<file path="src/rtl/pipe_ctrl.sv">
// pipe_ctrl: central sequencer for the 5-stage RV32I pipeline.
// Merges load-use stalls, branch flushes, dmem wait handshakes and debug
// halt/resume into per-stage enables, the execute bubble and the F/D flush.
// Optional build macro PIPE_CTRL_PERF_EN adds stall/flush event counters.
// A flush arriving while the pipe is frozen (dmem wait or halted) is
// latched and applied on the first cycle the pipe advances again.
module pipe_ctrl #(
  parameter int MEM_TIMEOUT  = 16,
  parameter int DRAIN_CYCLES = 4
) (
  input  logic        clk_i,
  input  logic        rstn_i,
  input  logic        stall_i,
  input  logic        flush_i,
  input  logic        dmem_req_i,
  input  logic        dmem_ready_i,
  input  logic        halt_req_i,
  input  logic        resume_i,
  output logic        en_fetch_o,
  output logic        en_decode_o,
  output logic        en_excte_o,
  output logic        en_memory_o,
  output logic        bubble_excte_o,
  output logic        flush_fd_o,
  output logic        dmem_abort_o,
  output logic        err_o,
`ifdef PIPE_CTRL_PERF_EN
  output logic [31:0] stall_cnt_o,
  output logic [31:0] flush_cnt_o,
`endif
  output logic        halted_o
);

  localparam logic [1:0] S_RUN      = 2'd0;
  localparam logic [1:0] S_MEM_WAIT = 2'd1;
  localparam logic [1:0] S_DRAIN    = 2'd2;
  localparam logic [1:0] S_HALTED   = 2'd3;

  localparam logic [7:0] TIMEOUT    = 8'(MEM_TIMEOUT);
  localparam logic [3:0] DRAIN_LAST = 4'(DRAIN_CYCLES - 1);

  logic [1:0] state_reg, state_next;
  logic [7:0] wait_cnt_reg, wait_cnt_next, wait_inc;
  logic [3:0] drain_cnt_reg, drain_cnt_next;
  logic       pending_reg, pending_next;
  logic       err_reg, err_next;

  logic en_f, en_d, en_e, en_m, bubble, flush_fd, abort, halted;
  logic dwait;

  assign dwait    = dmem_req_i & ~dmem_ready_i;
  assign wait_inc = (wait_cnt_reg == TIMEOUT) ? TIMEOUT : wait_cnt_reg + 8'd1;

  // Next-state and output decode for the four sequencer states.
  always_comb begin
    en_f = 1'b0; en_d = 1'b0; en_e = 1'b0; en_m = 1'b0;
    bubble = 1'b0; flush_fd = 1'b0; abort = 1'b0; halted = 1'b0;
    state_next     = state_reg;
    wait_cnt_next  = wait_cnt_reg;
    drain_cnt_next = drain_cnt_reg;
    pending_next   = pending_reg;
    err_next       = err_reg;
    case (state_reg)
      S_RUN: begin
        if (dwait) begin
          // A redirect in the cycle the access stalls is kept, not lost.
          state_next    = S_MEM_WAIT;
          wait_cnt_next = 8'd1;
          if (flush_i) pending_next = 1'b1;
        end else begin
          {en_f, en_d, en_e, en_m} = 4'hf;
          if (flush_i || pending_reg) begin
            flush_fd     = 1'b1;
            pending_next = 1'b0;
          end else if (stall_i) begin
            en_f   = 1'b0;
            en_d   = 1'b0;
            bubble = 1'b1;
          end
          if (halt_req_i) begin
            en_f           = 1'b0;
            bubble         = 1'b1;
            state_next     = S_DRAIN;
            drain_cnt_next = 4'd0;
            wait_cnt_next  = 8'd0;
          end
        end
      end
      S_MEM_WAIT: begin
        if (flush_i) pending_next = 1'b1;
        if (dmem_ready_i) begin
          {en_f, en_d, en_e, en_m} = 4'hf;
          state_next    = S_RUN;
          wait_cnt_next = 8'd0;
        end else if (wait_cnt_reg == TIMEOUT) begin
          {en_f, en_d, en_e, en_m} = 4'hf;
          abort         = 1'b1;
          err_next      = 1'b1;
          state_next    = S_RUN;
          wait_cnt_next = 8'd0;
        end else begin
          wait_cnt_next = wait_inc;
        end
      end
      S_DRAIN: begin
        if (dwait && wait_cnt_reg != TIMEOUT) begin
          // Frozen on dmem: hold drain progress, latch any redirect.
          if (flush_i) pending_next = 1'b1;
          wait_cnt_next = wait_inc;
        end else begin
          if (dwait) begin
            abort    = 1'b1;
            err_next = 1'b1;
          end
          wait_cnt_next = 8'd0;
          en_d   = 1'b1;
          en_e   = 1'b1;
          en_m   = 1'b1;
          bubble = 1'b1;
          if (flush_i || pending_reg) begin
            flush_fd     = 1'b1;
            pending_next = 1'b0;
          end
          if (drain_cnt_reg == DRAIN_LAST) state_next = S_HALTED;
          else drain_cnt_next = drain_cnt_reg + 4'd1;
        end
      end
      default: begin
        halted = 1'b1;
        if (flush_i) pending_next = 1'b1;
        if (resume_i) state_next = S_RUN;
      end
    endcase
  end

  // Sequencer state registers.
  always_ff @(posedge clk_i or negedge rstn_i) begin
    if (!rstn_i) begin
      state_reg     <= S_RUN;
      wait_cnt_reg  <= 8'd0;
      drain_cnt_reg <= 4'd0;
      pending_reg   <= 1'b0;
      err_reg       <= 1'b0;
    end else begin
      state_reg     <= state_next;
      wait_cnt_reg  <= wait_cnt_next;
      drain_cnt_reg <= drain_cnt_next;
      pending_reg   <= pending_next;
      err_reg       <= err_next;
    end
  end

  // Every output is forced low while reset is held.
  assign en_fetch_o     = rstn_i & en_f;
  assign en_decode_o    = rstn_i & en_d;
  assign en_excte_o     = rstn_i & en_e;
  assign en_memory_o    = rstn_i & en_m;
  assign bubble_excte_o = rstn_i & bubble;
  assign flush_fd_o     = rstn_i & flush_fd;
  assign dmem_abort_o   = rstn_i & abort;
  assign err_o          = rstn_i & err_reg;
  assign halted_o       = rstn_i & halted;

`ifdef PIPE_CTRL_PERF_EN
  logic [31:0] stall_cnt_reg, flush_cnt_reg;

  // Event counters: fetch-held cycles outside halt, and flush cycles.
  always_ff @(posedge clk_i or negedge rstn_i) begin
    if (!rstn_i) begin
      stall_cnt_reg <= 32'd0;
      flush_cnt_reg <= 32'd0;
    end else begin
      if (!en_f && state_reg != S_HALTED) stall_cnt_reg <= stall_cnt_reg + 32'd1;
      if (flush_fd) flush_cnt_reg <= flush_cnt_reg + 32'd1;
    end
  end

  assign stall_cnt_o = stall_cnt_reg;
  assign flush_cnt_o = flush_cnt_reg;
`endif

endmodule

</file>
<file path="config.mk">
export PLATFORM = sky130hd
export DESIGN_NAME = pipe_ctrl
export DESIGN_NICKNAME = d
export VERILOG_FILES = /design/src/rtl/pipe_ctrl.sv
export SDC_FILE = /design/constraint.sdc
export NUM_CORES = 1
export LEC_CHECK = 0
export CAP_MARGIN = 15
export CORE_MARGIN = 2
export CORE_UTILIZATION = 50
export CTS_CLUSTER_DIAMETER = 200
export CTS_CLUSTER_SIZE = 25
export DETAILED_ROUTE_END_ITERATION = 7
export HOLD_SLACK_MARGIN = 0.02
export PLACE_DENSITY = 0.85
export SLEW_MARGIN = 20
export SYNTH_ARGS = -nofsm -noshare
export SYNTH_HDL_FRONTEND = slang
export SYNTH_SLANG_ARGS = --single-unit
export TNS_END_PERCENT = 10
</file>
<file path="constraint.sdc">
create_clock -name clk_i -period 4.6 [get_ports clk_i]
set_input_delay 0.46 -clock clk_i [delete_from_list [all_inputs] [get_ports clk_i]]
set_output_delay 0.46 -clock clk_i [all_outputs]
set_load 0.005 [all_outputs]
</file>
==> results.toml <==
[setup_path]
end_kind = "output pin"
cp.arrival_ps = 2540
cp-startpoint = "dmem_ready_i"
reg2reg_from = "state_reg[0]$_DFFE_PN0P_"
reg2reg_slack_ps = 2010
cp-start-kind = "input pin"
cp_max_fo = 10
worstSetupPathType = "in2out"
critPathRequiredTime_ps = 4140

[cells_and_area]
drive_above_1_share_pct = 9.09
largest_register_ffs = 8
multiInputGateArea_sq_um = 754
n_fill_cell = 208
regArea_sq_um = 400
antenna_cells = 0
area_growth_pct = 17.8
final_nets = 170
layout_common_cells = "16 x dfrtp_1, 16 x clkdlybuf4s50_1, 12 x nor2_1, 11 x nand2_1"

[floorplan]
rows = 17
core_sq_um = 2250
dieArea_sq_um = 2830
io_pins = 17
die_width_um = 53.2
start_util_pct = 53.6
die_y_um = 53.2

[min_path]
hp-class = "in2async"

[synthesis]
synth_flop_cell = "dfrtp_1"
ys.warnings.count = 0
syn_inst = 138
synth-seq-area-share_pct = 33.1
syn_area_sq_um = 1210
synth_edf_count = 0
synth_cell_type_count = 46
avgSynthCellArea_sq_um = 8.76
synthArstFlopShare_pct = 100
synth_seq_cells = 16
synth_nets = 153

[sta]
finalSetupTns_ps = 0
finalHoldViolCount = 0
setup_violations = 0
fmax_mhz = 333
rsz0062_at_grt = "no"
skew_ps = 10.7
slew_violations = 0
min_period_ps = 3000
hold_slack_ps = 465
worstMarginPinSlew_ps = 814
fin_crit_sh_pct = 65.3
setup_ws_ps = 1600
slew_headroom_pct = 45.4

[place]
routabilityCongestion = 0.868
io_buffers = 16
dp_slack_ps = 1640
dp_hpwl_um = 2070

[routing]
via_count = 1115
wl_per_cell_um = 15.0
wl_met1_um = 1240
drt_iter0_drc = 41
met3_length_um = 103
drc = 0
routed_wl_um = 2730
viasPerCell = 6.13
met2WireLength_um = 1350
dr.pass1.iters = 5
highest_layer = "met4"
ant_nets = 0

[global_route]
grt_pass1_vias = 1112
grt_overflow_total = 0
grt_usage_pct = 23.4
grt_max_degree = 21
antenna_found_initial = 0
grt_pass1_wl_um = 4820

[cts]
htree_levels = 1
cts_tree = "yes"
root_buffer = "clkbuf_4"
cts_setup_buffers = 0
clock_sinks = 16
clk_latency_ps = 310
clk_pin_slew_ps = 110
numCtsBuffers = 3
cts.path.max_buffers = 2
cts_resized = 0
cts_hold_buf = 0

[pwr]
power_density_nw_per_um2 = 514
leakage_uw = 0.000569
ir_drop_mv = 0.336

[run]
drv_cap = 0

[run_status]
outcome = "finished, final reports clean"
==> metal layers <==
layer  up-vias  global-route usage [%]
met5         -                       0
met4         0                    8.12
met3         4                    5.08
met2        22                    41.0
met1       540                    27.9
li1        549                       -
==> final timing paths <==
path,endpoint,cells after the start
max,en_memory_o,6
min,err_reg$_DFFE_PN0P_,2
max reg2reg,wait_cnt_reg[7]$_DFFE_PN0P_,6
min reg2reg,err_reg$_DFFE_PN0P_,1
max in group asynchronous,wait_cnt_reg[1]$_DFFE_PN0P_,2
min in group clk_i,err_reg$_DFFE_PN0P_,1
==> cell usage after synthesis (2+ instances only) <==
library cell | n | area, sq um
dfrtp_1 | 16 | 400
nor2_1 | 12 | 45.0
nand2_1 | 11 | 41.3
a21oi_1 | 8 | 40.0
inv_1 | 8 | 30.0
nand3_1 | 8 | 40.0
ha_1 | 7 | 87.6
nand2b_1 | 6 | 37.5
a211oi_1 | 5 | 37.5
o21ai_0 | 4 | 20.0
clkbuf_1 | 3 | 11.3
mux2i_1 | 3 | 30.0
nor2b_1 | 3 | 18.8
nor3_1 | 3 | 15.0
nor4_1 | 3 | 18.8
a21o_1 | 2 | 15.0
a2bb2oi_1 | 2 | 17.5
and2_1 | 2 | 12.5
o22ai_1 | 2 | 12.5
o311ai_1 | 2 | 17.5
o31ai_1 | 2 | 15.0
xnor2_1 | 2 | 17.5
==> layout make-up <==
class	instances	area share, %
sequential	16	28.1
inverter	8	2.11
clock buffer	4	2.55
timing repair buffer	17	11.8
tap	28	2.46
multi-input combinational	109	53.0
==> report_power, final <==
group / total [uW] / switching [uW] / leakage, uW / internal, uW
clock network: 102 / 53.5 / 0.0000210 / 48.4
logic: 423 / 234 / 0.000333 / 189
registers: 208 / 32.9 / 0.000215 / 175
total: 732 / 320 / 0.000569 / 412
==> through the flow <==
step	cell area [sq um]	total power, uW	std cells	utilization [%]
after floorplan	1210	515	138	-
after CTS	1420	731	182	63.2
after detailed placement	1390	630	178	61.5
after global routing	1420	793	182	63.2
final	1420	732	182	63.2
after global placement	1390	609	178	61.5
==> logic make-up after synthesis <==
logic type,count (synthesis),share of synthesized area [%]
XOR/XNOR,2,1.45
flip-flops,16,33.1
AND/OR/NAND/NOR,58,27.2
buffers and inverters,13,4.45
multiplexers,4,3.42
adder cells (fa/ha/maj),7,7.25
AO/OA/AOI/OAI,38,23.1
==> critical path, stage by stage <==
cell             delay (ps)
clkdlybuf4s50_1         620
nand2b_1                370
a21o_1                  200
o22ai_1                  90
a211oi_1                260
clkdlybuf4s50_1         550
No activity file was read; power rests on OpenSTA's default activity.
